**config.mk**
```make
export PLATFORM = sky130hd
export DESIGN_NAME = sd_block_responder
export DESIGN_NICKNAME = d
export VERILOG_FILES = /design/src/rtl/sd_block_responder.sv
export SDC_FILE = /design/constraint.sdc
export NUM_CORES = 1
export LEC_CHECK = 0
export CORE_MARGIN = 4
export CORE_UTILIZATION = 42
export DETAILED_ROUTE_END_ITERATION = 6
export GPL_TIMING_DRIVEN = 0
export PLACE_DENSITY = 0.8
export SLEW_MARGIN = 25
export SYNTH_ARGS = -nofsm -noshare
export SYNTH_HDL_FRONTEND = slang
export SYNTH_SLANG_ARGS = --single-unit
```
**constraint.sdc**
```tcl
create_clock -name clk_sys -period 2.4 [get_ports clk_sys]
set_input_delay 0.48 -clock clk_sys [delete_from_list [all_inputs] [get_ports clk_sys]]
set_output_delay 0.48 -clock clk_sys [all_outputs]
set_load 0.01 [all_outputs]
```
**src/rtl/sd_block_responder.sv**
```systemverilog
// Target side of the hps_io sector protocol: serves one 256-word sector per sd_rd/sd_wr from a word-wide store.
// Optional feature macro SD_BLOCK_CHECKSUM_EN adds blk_sum, the mod-2^16 sum of the last sector's words.
module sd_block_responder #(
  parameter int AW      = 16,
  parameter int DIN_LAT = 2
) (
  input  logic          clk_sys,
  input  logic          reset,
  input  logic [31:0]   sd_lba,
  input  logic          sd_rd,
  input  logic          sd_wr,
  output logic          sd_ack,
  output logic [7:0]    sd_buff_addr,
  output logic [15:0]   sd_buff_dout,
  input  logic [15:0]   sd_buff_din,
  output logic          sd_buff_wr,
  output logic [AW-1:0] mem_addr,
  output logic          mem_rd,
  output logic          mem_wr,
  output logic [15:0]   mem_dout,
  input  logic [15:0]   mem_din,
  input  logic          mem_ready,
  output logic          busy,
  output logic          blk_done
`ifdef SD_BLOCK_CHECKSUM_EN
  ,
  output logic [15:0]   blk_sum
`endif
);

  typedef enum logic [3:0] {
    S_IDLE, S_ACK, S_RD_REQ, S_RD_WAIT, S_RD_PUT,
    S_WR_ADDR, S_WR_SETTLE, S_WR_REQ, S_WR_WAIT, S_DONE
  } state_t;

  localparam logic [2:0] SETTLE_LAST = 3'(DIN_LAT - 1);

  state_t        state, state_nxt;
  logic          op_rd;
  logic [AW-9:0] lba_q;
  logic [7:0]    word_idx;
  logic [2:0]    settle_cnt;
  logic          req_accept;
  logic          last_word;
  logic          settle_end;

  // Sector bits above the store's address range are deliberately dropped.
  logic unused_lba_hi;
  assign unused_lba_hi = ^sd_lba[31:AW-8];

  assign req_accept = (sd_rd | sd_wr) & ~sd_ack;
  assign last_word  = (word_idx == 8'hFF);
  assign settle_end = (settle_cnt == SETTLE_LAST);
  assign mem_addr   = {lba_q, word_idx};

  always_ff @(posedge clk_sys) begin
    if (reset) state <= S_IDLE;
    else       state <= state_nxt;
  end

  always_comb begin
    state_nxt = state;
    case (state)
      S_IDLE:      if (req_accept) state_nxt = S_ACK;
      S_ACK:       state_nxt = op_rd ? S_RD_REQ : S_WR_ADDR;
      S_RD_REQ:    state_nxt = S_RD_WAIT;
      S_RD_WAIT:   if (mem_ready) state_nxt = S_RD_PUT;
      S_RD_PUT:    state_nxt = last_word ? S_DONE : S_RD_REQ;
      S_WR_ADDR:   state_nxt = S_WR_SETTLE;
      S_WR_SETTLE: if (settle_end) state_nxt = S_WR_REQ;
      S_WR_REQ:    state_nxt = S_WR_WAIT;
      S_WR_WAIT:   if (mem_ready) state_nxt = last_word ? S_DONE : S_WR_ADDR;
      S_DONE:      state_nxt = S_IDLE;
      default:     state_nxt = S_IDLE;
    endcase
  end

  always_comb begin
    mem_rd     = (state == S_RD_REQ);
    mem_wr     = (state == S_WR_REQ);
    sd_buff_wr = (state == S_RD_PUT);
    busy       = (state != S_IDLE);
  end

  // Word datapath: sd_buff_addr moves on the edge into RD_PUT / WR_ADDR so it is stable for the whole word.
  always_ff @(posedge clk_sys) begin
    if (reset) begin
      op_rd        <= 1'b0;
      lba_q        <= '0;
      word_idx     <= '0;
      settle_cnt   <= '0;
      sd_ack       <= 1'b0;
      blk_done     <= 1'b0;
      sd_buff_addr <= '0;
      sd_buff_dout <= '0;
      mem_dout     <= '0;
    end else begin
      blk_done <= 1'b0;
      case (state)
        S_IDLE: begin
          if (req_accept) begin
            lba_q    <= sd_lba[AW-9:0];
            op_rd    <= sd_rd;
            word_idx <= '0;
          end
        end
        S_ACK: begin
          sd_ack <= 1'b1;
          if (!op_rd) sd_buff_addr <= 8'd0;
        end
        S_RD_WAIT: begin
          if (mem_ready) begin
            sd_buff_addr <= word_idx;
            sd_buff_dout <= mem_din;
          end
        end
        S_RD_PUT: begin
          if (!last_word) word_idx <= word_idx + 8'd1;
        end
        S_WR_ADDR: settle_cnt <= '0;
        S_WR_SETTLE: begin
          settle_cnt <= settle_cnt + 3'd1;
          if (settle_end) mem_dout <= sd_buff_din;
        end
        S_WR_WAIT: begin
          if (mem_ready && !last_word) begin
            word_idx     <= word_idx + 8'd1;
            sd_buff_addr <= word_idx + 8'd1;
          end
        end
        S_DONE: begin
          sd_ack   <= 1'b0;
          blk_done <= 1'b1;
        end
        default: ;
      endcase
    end
  end

`ifdef SD_BLOCK_CHECKSUM_EN
  function automatic logic [15:0] sum_wrap(input logic [15:0] acc, input logic [15:0] word);
    return acc + word;
  endfunction

  // Running sector sum, accumulated at the same points where words are captured.
  always_ff @(posedge clk_sys) begin
    if (reset) begin
      blk_sum <= '0;
    end else if (state == S_ACK) begin
      blk_sum <= '0;
    end else if (state == S_RD_WAIT && mem_ready) begin
      blk_sum <= sum_wrap(blk_sum, mem_din);
    end else if (state == S_WR_SETTLE && settle_end) begin
      blk_sum <= sum_wrap(blk_sum, sd_buff_din);
    end
  end
`endif

endmodule

```
=== Word-level counts from Yosys, hierarchy flattened ===
Index checks and enable logic that the tools add are counted.

* Register bits after elaboration: 66
* Bits of input ports: 69
* Output and inout port bits: 62
* Word-level logic and storage cells: 65

* Add/sub/neg operators: 2
* Equal/unequal tests: 18
* Muxes and demuxes: 18
* Bitwise operators: 3
* Reduce and logical (&&, ||, !) cells: 14

{| class="wikitable"
|+ Operators with widths
! cell !! number
|-
| 8-bit one-hot mux with 3 select lines || 2
|-
| 8-bit 2-to-1 mux || 5
|-
| 4-bit one-hot mux with 9 select lines || 1
|-
| 4-bit 2-to-1 mux || 6
|-
| 4-bit by 3-bit equality test with 1-bit output (second input constant) || 4
|-
| 2-bit != test (second input constant) || 7
|-
| 4-bit AND reduction || 3
|-
| 8-bit by 1-bit adder with 8-bit output (second input constant) || 1
|-
| 4-bit by 2-bit equality test with 1-bit output (second input constant) || 2
|-
| 4-bit equality test (second input constant) || 2
|-
| 8-bit equality test (second input constant) || 1
|-
| 3-bit one-hot mux with 2 select lines || 1
|-
| 2-bit AND reduction || 3
|-
| 3-bit nonzero test || 2
|-
| 4-bit by 1-bit equality test with 1-bit output (second input constant) || 1
|-
| 4-bit zero test || 1
|-
| 2-bit nonzero test || 2
|-
| 4-bit nonzero test || 1
|-
| 3-bit by 1-bit adder with 3-bit output (second input constant) || 1
|-
| 3-bit by 1-bit equality test with 1-bit output (second input constant) || 1
|-
| 3-bit 2-to-1 mux || 1
|-
| 1-bit one-hot mux with 2 select lines || 1
|-
| 1-bit AND || 1
|-
| 1-bit logical AND || 1
|-
| 4 further kinds || 4
|}

=== Depth between registers and ports, before layout ===
* Depth in word-level cells: 5
* Gate-level depth with buffers: 8
* Gate-level depth less buffers: 7

=== Least setup slack after synthesis ===
Ideal clock, no wire load.

* Path type: register to register
* Start: register word_idx[0]
* End: register sd_buff_addr[1]
* Setup time: 0.134 ns
* Data arrival time: 1.663 ns
* Required time: 2.266 ns
* Path slack: 0.603 ns
* Stages on the path, launching flop included: 8
* Path buffers: 1
* Clock period less this slack: 1.797 ns
* Path through: dfxtp_1 ha_1 nand3_1 nor2_1 o32ai_4 buf_6 nor2_1 a211oi_2

* Cells in the longest elaborated chain, start to end: 5
* Elaborated cells between the ends (all ways): 8
* Classes of those cells: add/sub (1); eq/ne (2); mux (2); reduce/logical (3)

{| class="wikitable"
|+ Ends and longest elaborated chain
! element !! RTL line !! text
|-
| from (decl) || 41 || <nowiki>logic [7:0] word_idx;</nowiki>
|-
| from (signal assigned) || 118 || <nowiki>if (!last_word) word_idx <= word_idx + 8'd1;</nowiki>
|-
| from (signal assigned) || 127 || <nowiki>word_idx <= word_idx + 8'd1;</nowiki>
|-
| branches (longest 5 deep; another with 8-bit by 1-bit adder with 8-bit output) || - ||
|-
| to (signal assigned) || 113 || <nowiki>sd_buff_addr <= word_idx;</nowiki>
|-
| to (signal assigned) || 128 || <nowiki>sd_buff_addr <= word_idx + 8'd1;</nowiki>
|-
| to (decl) || 13 || <nowiki>output logic [7:0] sd_buff_addr,</nowiki>
|}

Parallel ways; which one is timed is not known. The select of a mux whose other input is x is not followed.
A chain may end at the register's enable or synchronous reset.

=== Worst setup path in the final report ===
* Start: register state[2]
* End: output port sd_buff_wr

* Cells in the longest elaborated chain, start to end: 1

{| class="wikitable"
|+ Ends and longest elaborated chain
! element !! RTL line !! text
|-
| from (decl) || 38 || <nowiki>state_t state, state_nxt;</nowiki>
|-
| from (signal assigned) || 58 || <nowiki>else state <= state_nxt;</nowiki>
|-
| 4-bit by 3-bit equality test with 1-bit output || 81 || <nowiki>sd_buff_wr = (state == S_RD_PUT);</nowiki>
|-
| to (decl) || 16 || <nowiki>output logic sd_buff_wr,</nowiki>
|}

No other way between the ends.

==> flow_results.xml <==
<?xml version="1.0" encoding="UTF-8"?>
<metrics>
  <group name="outcome">
    <metric name="run_status" unit="">finished, final reports clean</metric>
  </group>
  <group name="floorplanning">
    <metric name="floorplan.io_pins" unit="">131</metric>
    <metric name="initial_util" unit="%">43.4</metric>
    <metric name="floorplan.die.width" unit="µm">92.0</metric>
    <metric name="core_area" unit="µm²">6830</metric>
    <metric name="rows" unit="">30</metric>
    <metric name="die_area" unit="µm²">8470</metric>
    <metric name="die_h" unit="µm">92.0</metric>
  </group>
  <group name="clock_tree">
    <metric name="cts_max_level" unit="">3</metric>
    <metric name="insertion_delay" unit="ns">0.35</metric>
    <metric name="clock_pin_slew_of_the_registers_on_the_worst_case_setup_and_hold_paths" unit="ns">0.08</metric>
    <metric name="clock-root-buffer" unit="">sky130_fd_sc_hd__clkbuf_8</metric>
    <metric name="cts_buffer_depth" unit="">2</metric>
    <metric name="cts_buffers" unit="">9</metric>
    <metric name="tritoncts" unit="">yes</metric>
    <metric name="clock_sink_count" unit="">66</metric>
  </group>
  <group name="critical_path">
    <metric name="critical_path.max_fanout" unit="">10</metric>
    <metric name="cp_data_arrival_time" unit="ns">1.83</metric>
    <metric name="launching_element_type_of_the_critical_path" unit="">flop</metric>
    <metric name="critical_path_class" unit="">reg2out</metric>
    <metric name="startpoint" unit="">state[2]</metric>
    <metric name="r2r.worst_path.cells" unit="">7</metric>
    <metric name="worst_path_largest_cell_delay" unit="ns">0.53</metric>
    <metric name="r2r-start" unit="">word_idx[0]</metric>
    <metric name="crit_path_end_kind" unit="">output port</metric>
    <metric name="worst-endpoint-required" unit="ns">1.92</metric>
    <metric name="critical_path.cell_chain" unit="">clkbuf_4 -&gt; nor2b_4 -&gt; and2_1 -&gt; clkdlybuf4s50_1</metric>
    <metric name="timing.critical_path.slowest_stage_cell" unit="">sky130_fd_sc_hd__clkdlybuf4s50_1</metric>
  </group>
  <group name="yosys">
    <metric name="seq_area_frac_synth" unit="%">44.6</metric>
    <metric name="net_count_after_synthesis" unit="">438</metric>
    <metric name="syn-cell-area" unit="µm²">2970</metric>
    <metric name="yosysWarningCount" unit="">0</metric>
    <metric name="postSynthCellCount" unit="">366</metric>
    <metric name="ys_ff_latch" unit="">66</metric>
    <metric name="ys_dominant_reg_cell" unit="">sky130_fd_sc_hd__dfxtp_1</metric>
    <metric name="async_flop_share" unit="%">0</metric>
    <metric name="synth.distinct_cells" unit="">53</metric>
    <metric name="number_of_enable_flip_flop_cells_after_synthesis" unit="">0</metric>
    <metric name="postSynthAreaPerCell" unit="µm²">8.10</metric>
  </group>
  <group name="min_path">
    <metric name="worst_hold_path.num_cells" unit="">2</metric>
    <metric name="hold_path.class" unit="">reg2reg</metric>
    <metric name="min_delay_src" unit="">mem_dout[2]</metric>
  </group>
  <group name="timing">
    <metric name="final_hold_violation_count" unit="">0</metric>
    <metric name="final-max-slew-violation-count" unit="">0</metric>
    <metric name="final_period_minus_worst_setup_slack" unit="ns">2.31</metric>
    <metric name="period_utilisation_layout" unit="%">96.4</metric>
    <metric name="setup_viol" unit="">0</metric>
    <metric name="final.setup_skew" unit="ns">0.0119</metric>
    <metric name="worst-slew-pin-transition" unit="ns">0.628</metric>
    <metric name="slew_headroom" unit="%">58.2</metric>
    <metric name="setup_repair_after_global_routing_missed_its_margin" unit="">yes</metric>
    <metric name="fmax" unit="MHz">432</metric>
  </group>
  <group name="global_routing">
    <metric name="antenna_found_initial" unit="">0</metric>
    <metric name="grt_first_pass_wirelength" unit="µm">13300</metric>
    <metric name="number_of_global_route_vias_before_repair" unit="">2761</metric>
    <metric name="groute.usage.overall" unit="%">19.9</metric>
    <metric name="grt_use_met3" unit="%">6.48</metric>
    <metric name="globalRoute.totalOverflow" unit="">0</metric>
    <metric name="layer_with_the_highest_usage_after_global_routing" unit="">met2</metric>
    <metric name="met2_usage" unit="%">33.4</metric>
    <metric name="gr-usage-met1" unit="%">23.5</metric>
    <metric name="pin_count_of_the_biggest_net_entering_global_routing" unit="">13</metric>
  </group>
  <group name="layout">
    <metric name="num-fill-cells" unit="">590</metric>
    <metric name="diodes" unit="">0</metric>
    <metric name="numnets_final" unit="">554</metric>
    <metric name="fin_cells" unit="">583</metric>
    <metric name="area.growth.synth_to_final" unit="%">47.9</metric>
    <metric name="share_of_final_layout_standard_cells_stronger_than_drive_strength_1" unit="%">10.1</metric>
    <metric name="post_layout_instance_area" unit="µm²">4390</metric>
  </group>
  <group name="power_and_ir_drop">
    <metric name="cellPowerDensity" unit="nW/µm²">793</metric>
    <metric name="cellLeakagePower" unit="nW">1.55</metric>
    <metric name="irDropWorstVdd" unit="mV">0.439</metric>
  </group>
  <group name="place">
    <metric name="portBuffers" unit="">105</metric>
    <metric name="gp_routability_congestion" unit="">0.865</metric>
    <metric name="dpl-instance-area" unit="µm²">4140</metric>
    <metric name="place_inst" unit="">567</metric>
    <metric name="hpwlAfterDp" unit="µm">6100</metric>
  </group>
  <group name="route">
    <metric name="detail-route-antenna-nets" unit="">0</metric>
    <metric name="postRouteWirelength" unit="µm">8300</metric>
    <metric name="detailedRoute.firstPassIterationCount" unit="">4</metric>
    <metric name="drt_iter0_markers" unit="">176</metric>
    <metric name="drcViolationCount" unit="">0</metric>
    <metric name="avgViaCountPerCell" unit="">5.11</metric>
    <metric name="routed-via-count" unit="">2980</metric>
    <metric name="route.detailed.wl_per_inst" unit="µm">14.2</metric>
  </group>
  <group name="flow_run">
    <metric name="cap_violations" unit="">0</metric>
  </group>
</metrics>
[kinds of logic after synthesis]
| logic type | synth area share (%) |
|---|---|
| buffers and inverters | 5.10 |
| muxes | 3.42 |
| adders and majority gates | 1.27 |
| and+or+nand+nor | 26.4 |
| AOI/OAI and AO/OA | 18.4 |
| DFF | 44.6 |
| xor gates and xnor gates | 0.886 |
[path summary, 6_finish.rpt]
path                                   endpoint  slack (ns)
worst min register to register      mem_dout[2]        0.45
worst min-delay path                mem_dout[2]        0.45
worst max register to register  sd_buff_addr[2]        0.27
worst max-delay path                 sd_buff_wr        0.09
[metrics by stage]
| step | setup slack [ns] | total power (W) | utilization, % | hold slack [ns] | TNS [ns] |
|---|---|---|---|---|---|
| after floorplan | 0.603 | 0.00199 | - | 0.458 | 0 |
| after global placement | 0.141 | 0.00241 | 60.5 | 0.441 | 0 |
| after detailed placement | 0.112 | 0.00243 | 60.5 | 0.445 | 0 |
| after CTS | 0.00447 | 0.00349 | 64.0 | 0.455 | 0 |
| after global routing | -0.0157 | 0.00368 | 64.2 | 0.469 | -0.0311 |
| final | 0.0870 | 0.00348 | 64.2 | 0.453 | 0 |
[area by class of cell]
type / count / area [µm²] / area share (%)
buffer: 24 / 135 / 3.08
clock buffer: 10 / 138 / 3.14
clock inverter: 6 / 90.1 / 2.05
inverter: 6 / 22.5 / 0.513
multi-input combinational: 270 / 1510 / 34.3
sequential: 66 / 1320 / 30.1
tap: 96 / 120 / 2.74
timing repair buffer: 105 / 1050 / 24.0
[critical path: cells and delay by family, from the launching register on]
family	cells	cell delay [ns]
flops	1	0.41
simple gates	2	0.33
buf+inv	2	0.76
[cells in the mapped netlist, types with 2 or more instances]
cell | count | area, µm²
sky130_fd_sc_hd__nand2_1 | 79 | 297
sky130_fd_sc_hd__buf_2 | 7 | 35.0
sky130_fd_sc_hd__mux2i_1 | 9 | 90.1
sky130_fd_sc_hd__dfxtp_1 | 66 | 1320
sky130_fd_sc_hd__a21oi_1 | 44 | 220
sky130_fd_sc_hd__o311a_1 | 4 | 40.0
sky130_fd_sc_hd__clkbuf_1 | 12 | 45.0
sky130_fd_sc_hd__and2_1 | 3 | 18.8
sky130_fd_sc_hd__nand4_1 | 2 | 12.5
sky130_fd_sc_hd__and3_1 | 3 | 18.8
sky130_fd_sc_hd__inv_1 | 4 | 15.0
sky130_fd_sc_hd__nor2_1 | 47 | 176
sky130_fd_sc_hd__inv_2 | 2 | 7.51
sky130_fd_sc_hd__o221ai_1 | 2 | 17.5
sky130_fd_sc_hd__xor2_1 | 2 | 17.5
sky130_fd_sc_hd__nor3_2 | 4 | 40.0
sky130_fd_sc_hd__a211oi_1 | 2 | 15.0
sky130_fd_sc_hd__buf_4 | 2 | 15.0
sky130_fd_sc_hd__ha_1 | 3 | 37.5
sky130_fd_sc_hd__nand2b_1 | 4 | 25.0
sky130_fd_sc_hd__nor2b_1 | 4 | 25.0
sky130_fd_sc_hd__o21ai_1 | 4 | 20.0
sky130_fd_sc_hd__nor3_1 | 7 | 35.0
sky130_fd_sc_hd__buf_6 | 3 | 33.8
sky130_fd_sc_hd__a31oi_1 | 8 | 50.1
sky130_fd_sc_hd__nand3_1 | 4 | 20.0
sky130_fd_sc_hd__a211oi_2 | 2 | 25.0
sky130_fd_sc_hd__o21ai_0 | 8 | 40.0
[sequential cells by signal, indices dropped and copies added (netlist names)]
signal        flops
mem_dout         16
sd_buff_dout     16
lba_q             8
sd_buff_addr      8
word_idx          8
state             4
settle_cnt        3
blk_done          1
op_rd             1
sd_ack            1
[cell usage in the layout, fill, tap and decap left out, types with 4 or more instances in the layout]
cell type                         count
sky130_fd_sc_hd__clkbuf_1            11
sky130_fd_sc_hd__nor3_1               7
sky130_fd_sc_hd__clkdlybuf4s50_1    104
sky130_fd_sc_hd__nand3_1              4
sky130_fd_sc_hd__mux2i_1              9
sky130_fd_sc_hd__a31oi_1              8
sky130_fd_sc_hd__buf_2                6
sky130_fd_sc_hd__nor2_1              46
sky130_fd_sc_hd__a21oi_1             44
sky130_fd_sc_hd__nand2_1             79
sky130_fd_sc_hd__dfxtp_1             65
sky130_fd_sc_hd__o21ai_1              4
sky130_fd_sc_hd__inv_1                4
sky130_fd_sc_hd__o311a_1              4
sky130_fd_sc_hd__o21ai_0              8
sky130_fd_sc_hd__clkbuf_8            10
sky130_fd_sc_hd__nor3_2               4
[where the power goes]
part / internal, W / switching [W]
registers: 0.00121 / 0.0000772
logic: 0.000572 / 0.000555
clock network: 0.000614 / 0.000450
total: 0.00240 / 0.00108
[repair_timing]
| item | 4_1_cts | 5_1_grt |
|---|---|---|
| gates resized for setup | 3 | 7 |
| cloned | 0 | 0 |
| setup endpoints to repair | 2 | 4 |
| buffers inserted | 0 | 0 |
| hold buffers | 0 | 0 |
[layer usage]
metal	routed length [µm]	share of wire, %
met1	3500	42
met3	488	5.9
met4	167	2.0
met2	4140	50
met5	0	0
Note: power is estimated with default switching activity, not from simulation.
